==> config.mk <==
export PLATFORM = sky130hd
export DESIGN_NAME = snn_loader_ctrl
export DESIGN_NICKNAME = d
export VERILOG_FILES = /design/src/rtl/snn_pkg.sv /design/src/rtl/snn_loader_ctrl.sv
export SDC_FILE = /design/constraint.sdc
export NUM_CORES = 1
export LEC_CHECK = 0
export ABC_CLOCK_PERIOD_IN_PS = 4200
export CAP_MARGIN = 20
export CORE_MARGIN = 2
export CORE_UTILIZATION = 49
export DETAILED_ROUTE_END_ITERATION = 8
export PLACE_DENSITY = 0.84
export SYNTH_ARGS = -nofsm -noshare
export SYNTH_HDL_FRONTEND = slang
export SYNTH_SLANG_ARGS = --single-unit
==> constraint.sdc <==
create_clock -name clk -period 4.2 [get_ports clk]
set_clock_uncertainty 0.2 [all_clocks]
set_input_delay 1.26 -clock clk [delete_from_list [all_inputs] [get_ports clk]]
set_output_delay 1.26 -clock clk [all_outputs]
set_load 0.01 [all_outputs]
==> src/rtl/snn_pkg.sv <==
// Shared definitions for the SNN image loader / result sender.
//   IMG_PIXELS : pixels in one 28x28 binary image
//   IMG_BYTES  : packed bytes per image (8 pixels per byte)
//   ASCII_ZERO : ASCII code of '0'; its upper nibble prefixes the digit
//   state_t    : controller state encoding
package snn_pkg;

  localparam int unsigned IMG_PIXELS = 784;
  localparam int unsigned IMG_BYTES  = 98;
  localparam logic [7:0]  ASCII_ZERO = 8'h30;

  typedef enum logic [2:0] {
    S_LOAD    = 3'd0,
    S_UNPACK  = 3'd1,
    S_START   = 3'd2,
    S_WAIT    = 3'd3,
    S_TX      = 3'd4,
    S_TX_WAIT = 3'd5
  } state_t;

endpackage

==> src/rtl/snn_loader_ctrl.sv <==
// snn_loader_ctrl
// Receives a packed binary image byte by byte, unpacks it one pixel per
// cycle into the 1 x 784 input-image RAM, starts the SNN core, waits for
// its classification and sends the digit back as one ASCII byte.
//
// Ports
//   clk         system clock, rising edge
//   rst_n       asynchronous active-low reset
//   rx_rdy      pulse: rx_data holds a received image byte
//   rx_data     8 pixels, LSB = lowest pixel index
//   tx_done     pulse: transmitter finished the last byte
//   tx_start    pulse: transmit tx_data
//   tx_data     ASCII result byte, always {4'h3, digit}
//   core_start  pulse: begin inference
//   core_done   pulse: inference finished, core_digit valid
//   core_digit  classification result
//   core_addr   image read address from the core
//   ram_addr    image RAM address (pix_cnt while loading, else core_addr)
//   ram_d       pixel write data
//   ram_we      pixel write enable (UNPACK only)
//   digit       last classified digit, held
//   busy        high in every state except LOAD
module snn_loader_ctrl
  import snn_pkg::*;
(
  input  logic       clk,
  input  logic       rst_n,
  input  logic       rx_rdy,
  input  logic [7:0] rx_data,
  input  logic       tx_done,
  output logic       tx_start,
  output logic [7:0] tx_data,
  output logic       core_start,
  input  logic       core_done,
  input  logic [3:0] core_digit,
  input  logic [9:0] core_addr,
  output logic [9:0] ram_addr,
  output logic       ram_d,
  output logic       ram_we,
  output logic [3:0] digit,
  output logic       busy
);

  localparam logic [9:0] LAST_PIX = 10'(IMG_PIXELS - 1);

  state_t     state;
  logic [9:0] pix_cnt;
  logic [2:0] bit_cnt;
  logic [7:0] shift;

  always_ff @(posedge clk or negedge rst_n) begin
    if (!rst_n) begin
      state      <= S_LOAD;
      pix_cnt    <= '0;
      bit_cnt    <= '0;
      shift      <= '0;
      digit      <= '0;
      tx_start   <= 1'b0;
      core_start <= 1'b0;
    end else begin
      // Pulses are asserted on the transition into START / TX and last
      // exactly the one cycle spent in those states.
      tx_start   <= 1'b0;
      core_start <= 1'b0;
      case (state)
        S_LOAD: begin
          if (rx_rdy) begin
            shift   <= rx_data;
            bit_cnt <= '0;
            state   <= S_UNPACK;
          end
        end

        S_UNPACK: begin
          shift   <= {1'b0, shift[7:1]};
          pix_cnt <= pix_cnt + 10'd1;
          bit_cnt <= bit_cnt + 3'd1;
          if (bit_cnt == 3'd7) begin
            // Decide on the pixel index of this (8th) write, before the
            // increment lands.
            if (pix_cnt == LAST_PIX) begin
              state      <= S_START;
              core_start <= 1'b1;
            end else begin
              state <= S_LOAD;
            end
          end
        end

        S_START: state <= S_WAIT;

        S_WAIT: begin
          if (core_done) begin
            digit    <= core_digit;
            tx_start <= 1'b1;
            state    <= S_TX;
          end
        end

        S_TX: state <= S_TX_WAIT;

        S_TX_WAIT: begin
          // pix_cnt stays at 784 through inference; it is rewound only
          // once the result has left, ready for the next image.
          if (tx_done) begin
            pix_cnt <= '0;
            state   <= S_LOAD;
          end
        end

        default: state <= S_LOAD;
      endcase
    end
  end

  // The RAM port belongs to the loader while filling and to the core
  // otherwise.
  assign ram_addr = (state == S_LOAD || state == S_UNPACK) ? pix_cnt : core_addr;
  assign ram_we   = (state == S_UNPACK);
  assign ram_d    = shift[0];
  assign tx_data  = {ASCII_ZERO[7:4], digit};
  assign busy     = (state != S_LOAD);

endmodule

==> results by group, run 1 <==
Run status
  • Outcome: finished, final reports clean

Drt
  • Initial DRC Count: 58
  • Number of iterations in the first detailed-routing pass: 4
  • Post-DR wirelength/cell: 13.2 um
  • DRC viols: 0
  • Via count normalized by instance count: 5.29
  • Total vias in the final route: 1,429
  • Post-detailed-routing wire length: 3.57 mm
  • Antenna Violating Nets Remaining: 0

Floorplan
  • Horizontal die dimension: 62.4 um
  • Total die area: 3890 um^2
  • Height of the die: 62.4 um
  • Core area: 3310 um^2
  • Starting utilization of the core area: 50.4%
  • Boundary pin count: 54
  • Placement Rows: 21

Synth
  • Instance count of the mapped netlist: 180
  • Post-synthesis cell area: 1670 um^2
  • Total number of yosys warnings: 0
  • Post-synthesis mux area share: 8.77%
  • Post-synthesis register bit count: 30
  • Compound-Gate Fraction of Synth Area: 17.1%
  • Number of enable flip-flop cells after synthesis: 0
  • Largest family of logic cells by synthesized area: simple AND/OR/NAND/NOR gates
  • Syn_area_per_cell: 9.27 um^2
  • Synth async-reset ratio: 100%
  • Share of the synthesized netlist area taken by xor and xnor gates: 0%
  • Count of cell types in the netlist: 38
  • Synth Area in Simple Gates: 18.5%
  • Commonest register cell after synthesis: sky130_fd_sc_hd__dfrtp_1
  • Sequential cell area fraction in the yosys report: 45.0%
  • Post-synthesis adder-cell area fraction: 2.25%

Timing
  • Setup repair after global routing missed its margin: no
  • Final sum of negative setup slack: 0 ns
  • Final Max Tran Viols: 0
  • Top achievable clock speed: 0.260 GHz
  • Final period util: 91.5%
  • Slew at the pin closest to its max-slew limit: 0.757 ns
  • Number of endpoints with negative hold slack in the final report: 0
  • Final worst path period need: 3.84 ns
  • Number of failing setup endpoints in the final timing report: 0
  • Worst relative slew slack: 49.3%

Placed design
  • Post-DP HPWL: 2.53 mm
  • Cell area after placement: 2130 um^2
  • PortBufs: 49
  • Final RePlAce weighted congestion: 0.788

Global route
  • Global-route total usage across every layer: 19.5%
  • Via count of the first global-routing pass: 1,300
  • Total congestion overflow after global routing: 0
  • Pin count of the biggest net entering global routing: 31
  • Number of antenna violations at the first check in global routing: 0
  • Wire length of the first global-routing pass: 6.00 mm

Power
  • Switching power as a share of total power: 36.1%
  • Worst ir drop on vdd: 0.249 mV
  • Leakage power of the design: 1.02 nW
  • Pwr/cell area: 501 nW/um^2
  • Power share of the sequential group: 43.2%
  • Comb pwr share: 40.4%
  • Sw power: 0.000395 W
  • Fraction of power consumed by the clock network: 16.4%
  • Internal Power: 0.000700 W

Final layout
  • Area grow syn2layout: 31.0%
  • FILL cells: 276
  • NumNets Final: 253
  • Most frequent cells in the layout: 49 x sky130_fd_sc_hd__clkdlybuf4s50_1, 37 x sky130_fd_sc_hd__nand2_1, 30 x sky130_fd_sc_hd__dfrtp_1
  • Combined area of the multi-input logic cells: 793 um^2
  • Design Area, Final: 2190 um^2
  • Ratio of cells with drive above 1 in the final layout: 8.04%
  • Register Area: 751 um^2
  • Antenna cell count: 0
  • Leading cell type in the layout, fill and taps excluded: sky130_fd_sc_hd__clkdlybuf4s50_1

Clocking
  • Number of levels the H-tree was split into: 2
  • Number of setup buffers added after CTS: 0
  • Clock latency reported for the late side of the worst-skew pair: 0.33 ns
  • Number of cells upsized or downsized after cts: 0
  • Buffer depth of the longest clock path: 2
  • CTS root buf: sky130_fd_sc_hd__clkbuf_4
  • Clock-pin slew reported for the worst setup and hold paths after clock tree synthesis: 0.09 ns
  • TritonCTS clock tree: yes
  • Hold-fix buffers at CTS: 0
  • Number of buffers inserted during clock tree synthesis: 5
  • Sinks on the clock net: 30

Critical path
  • Peak per-stage delay on the critical path: 0.56 ns
  • Library cell appearing most often on the critical path: sky130_fd_sc_hd__clkdlybuf4s50_1
  • Cell chain of the critical path: clkdlybuf4s50_1, nand2_1, o21ai_0, clkdlybuf4s50_1
  • Class of the most critical setup path: in2out
  • Number of buffer and inverter stages on the critical path: 2
  • Critical path required time: 2.74 ns
  • Startpoint class of the critical path: input port
  • Cell type group with the largest total delay on the critical path: buffers and inverters
  • Critical-path cell with the highest stage delay: sky130_fd_sc_hd__clkdlybuf4s50_1
  • Maximum fanout count along the critical path: 1
  • Sort of element at the end of the critical path: output port
  • Arrival time at the worst endpoint: 2.38 ns

Hold path
  • Worst min-delay path category: reg2reg

Run
  • Max-cap violation count: 0
==> stage by stage <==
step / hold WS (ns) / util [%] / power (W) / setup WS [ns] / cells
3_5_place_dp: 0.286 / 64.2 / 0.000917 / 0.363 / 262
3_3_place_gp: 0.289 / 64.2 / 0.000906 / 0.361 / 262
5_1_grt: 0.341 / 66.0 / 0.00118 / 0.274 / 270
6_report: 0.315 / 66.0 / 0.00109 / 0.357 / 270
2_1_floorplan: 0.263 / - / 0.000730 / 1.31 / 182
4_1_cts: 0.316 / 66.0 / 0.00110 / 0.348 / 270
==> worst register-to-register path: stages (launching register included) <==
cell and delay, ns:
sky130_fd_sc_hd__dfrtp_1 0.50, sky130_fd_sc_hd__nor2_1 0.64, sky130_fd_sc_hd__o21ai_1 0.42, sky130_fd_sc_hd__mux2_2 0.38
==> per-layer routing <==
| metal | vias to the layer above | wire [um] | track usage, % |
|---|---|---|---|
| li1 | 712 | - | - |
| met1 | 669 | 1680 | 26.8 |
| met2 | 41 | 1620 | 28.9 |
| met3 | 7 | 209 | 4.89 |
| met4 | 0 | 60 | 9.17 |
| met5 | - | 0 | 0 |
==> registers in the layout (all words and copies together), names as in the netlist <==
| name | count |
|---|---|
| shift | 8 |
| core_start | 1 |
| bit_cnt | 3 |
| digit | 4 |
| pix_cnt | 10 |
| state | 3 |
| tx_start | 1 |
==> final timing paths <==
| check | start | endpoint | slack (ns) | cells past startpoint |
|---|---|---|---|---|
| min in group asynchronous | rst_n | state[1] | 1.12 | 2 |
| worst max register to register | state[1] | bit_cnt[0] | 1.95 | 3 |
| max in group asynchronous | rst_n | pix_cnt[4] | 2.41 | 2 |
| worst max-delay path | core_addr[3] | ram_addr[3] | 0.36 | 4 |
| worst min-delay path | bit_cnt[1] | bit_cnt[1] | 0.31 | 1 |
| worst min register to register | bit_cnt[1] | bit_cnt[1] | 0.31 | 1 |
==> synthesized netlist by cell type (3+ instances only) <==
cell type,number,area [um^2]
sky130_fd_sc_hd__a31oi_1,8,50.1
sky130_fd_sc_hd__clkbuf_1,4,15.0
sky130_fd_sc_hd__buf_4,11,82.6
sky130_fd_sc_hd__mux2_2,5,56.3
sky130_fd_sc_hd__mux2i_1,9,90.1
sky130_fd_sc_hd__inv_1,5,18.8
sky130_fd_sc_hd__nand3_1,4,20.0
sky130_fd_sc_hd__ha_1,3,37.5
sky130_fd_sc_hd__a21oi_1,3,15.0
sky130_fd_sc_hd__nor2_1,5,18.8
sky130_fd_sc_hd__dfrtp_1,30,751
sky130_fd_sc_hd__a211oi_1,4,30.0
sky130_fd_sc_hd__o21ai_0,19,95.1
sky130_fd_sc_hd__a21o_1,3,22.5
sky130_fd_sc_hd__nand2_1,37,139
==> power groups by stage <==
stage          sequential (W)  clock [W]  combinational [W]
6_report             0.000473   0.000179           0.000442
5_1_grt              0.000486   0.000200           0.000493
4_1_cts              0.000468   0.000184           0.000445
3_5_place_dp         0.000474          0           0.000443
3_3_place_gp         0.000471          0           0.000435
2_1_floorplan        0.000449          0           0.000280
==> cells by family (layout without fill, tap and decap cells) <==
group                    Yosys count  after routing
flip-flops                        30             30
AND/OR/NAND/NOR                   64             64
adder cells (fa/ha/maj)            3              3
buffers and inverters             22             64
multiplexers                      14             14
AO/OA/AOI/OAI                     45             45
other                              2              4
==> final cells by class <==
| type | count | area share (%) |
|---|---|---|
| clock inverters | 1 | 0.229 |
| repair buffers | 51 | 23.1 |
| multi-input cells | 130 | 36.3 |
| inverters | 5 | 0.859 |
| clock buffers | 7 | 2.52 |
| well taps | 46 | 2.63 |
| flip-flops and latches | 30 | 34.3 |
Power figures use the tool's default switching activity.
==> run 2, diff against run 1 <==
--- a/config.mk
+++ b/config.mk
@@ -11,6 +11,7 @@
 export CORE_UTILIZATION = 49
 export DETAILED_ROUTE_END_ITERATION = 8
 export PLACE_DENSITY = 0.84
+export SLEW_MARGIN = 40
 export SYNTH_ARGS = -nofsm -noshare
 export SYNTH_HDL_FRONTEND = slang
 export SYNTH_SLANG_ARGS = --single-unit
==> results of run 2 <==
The final DEF is identical to that of run 1; final timing and power are the same.
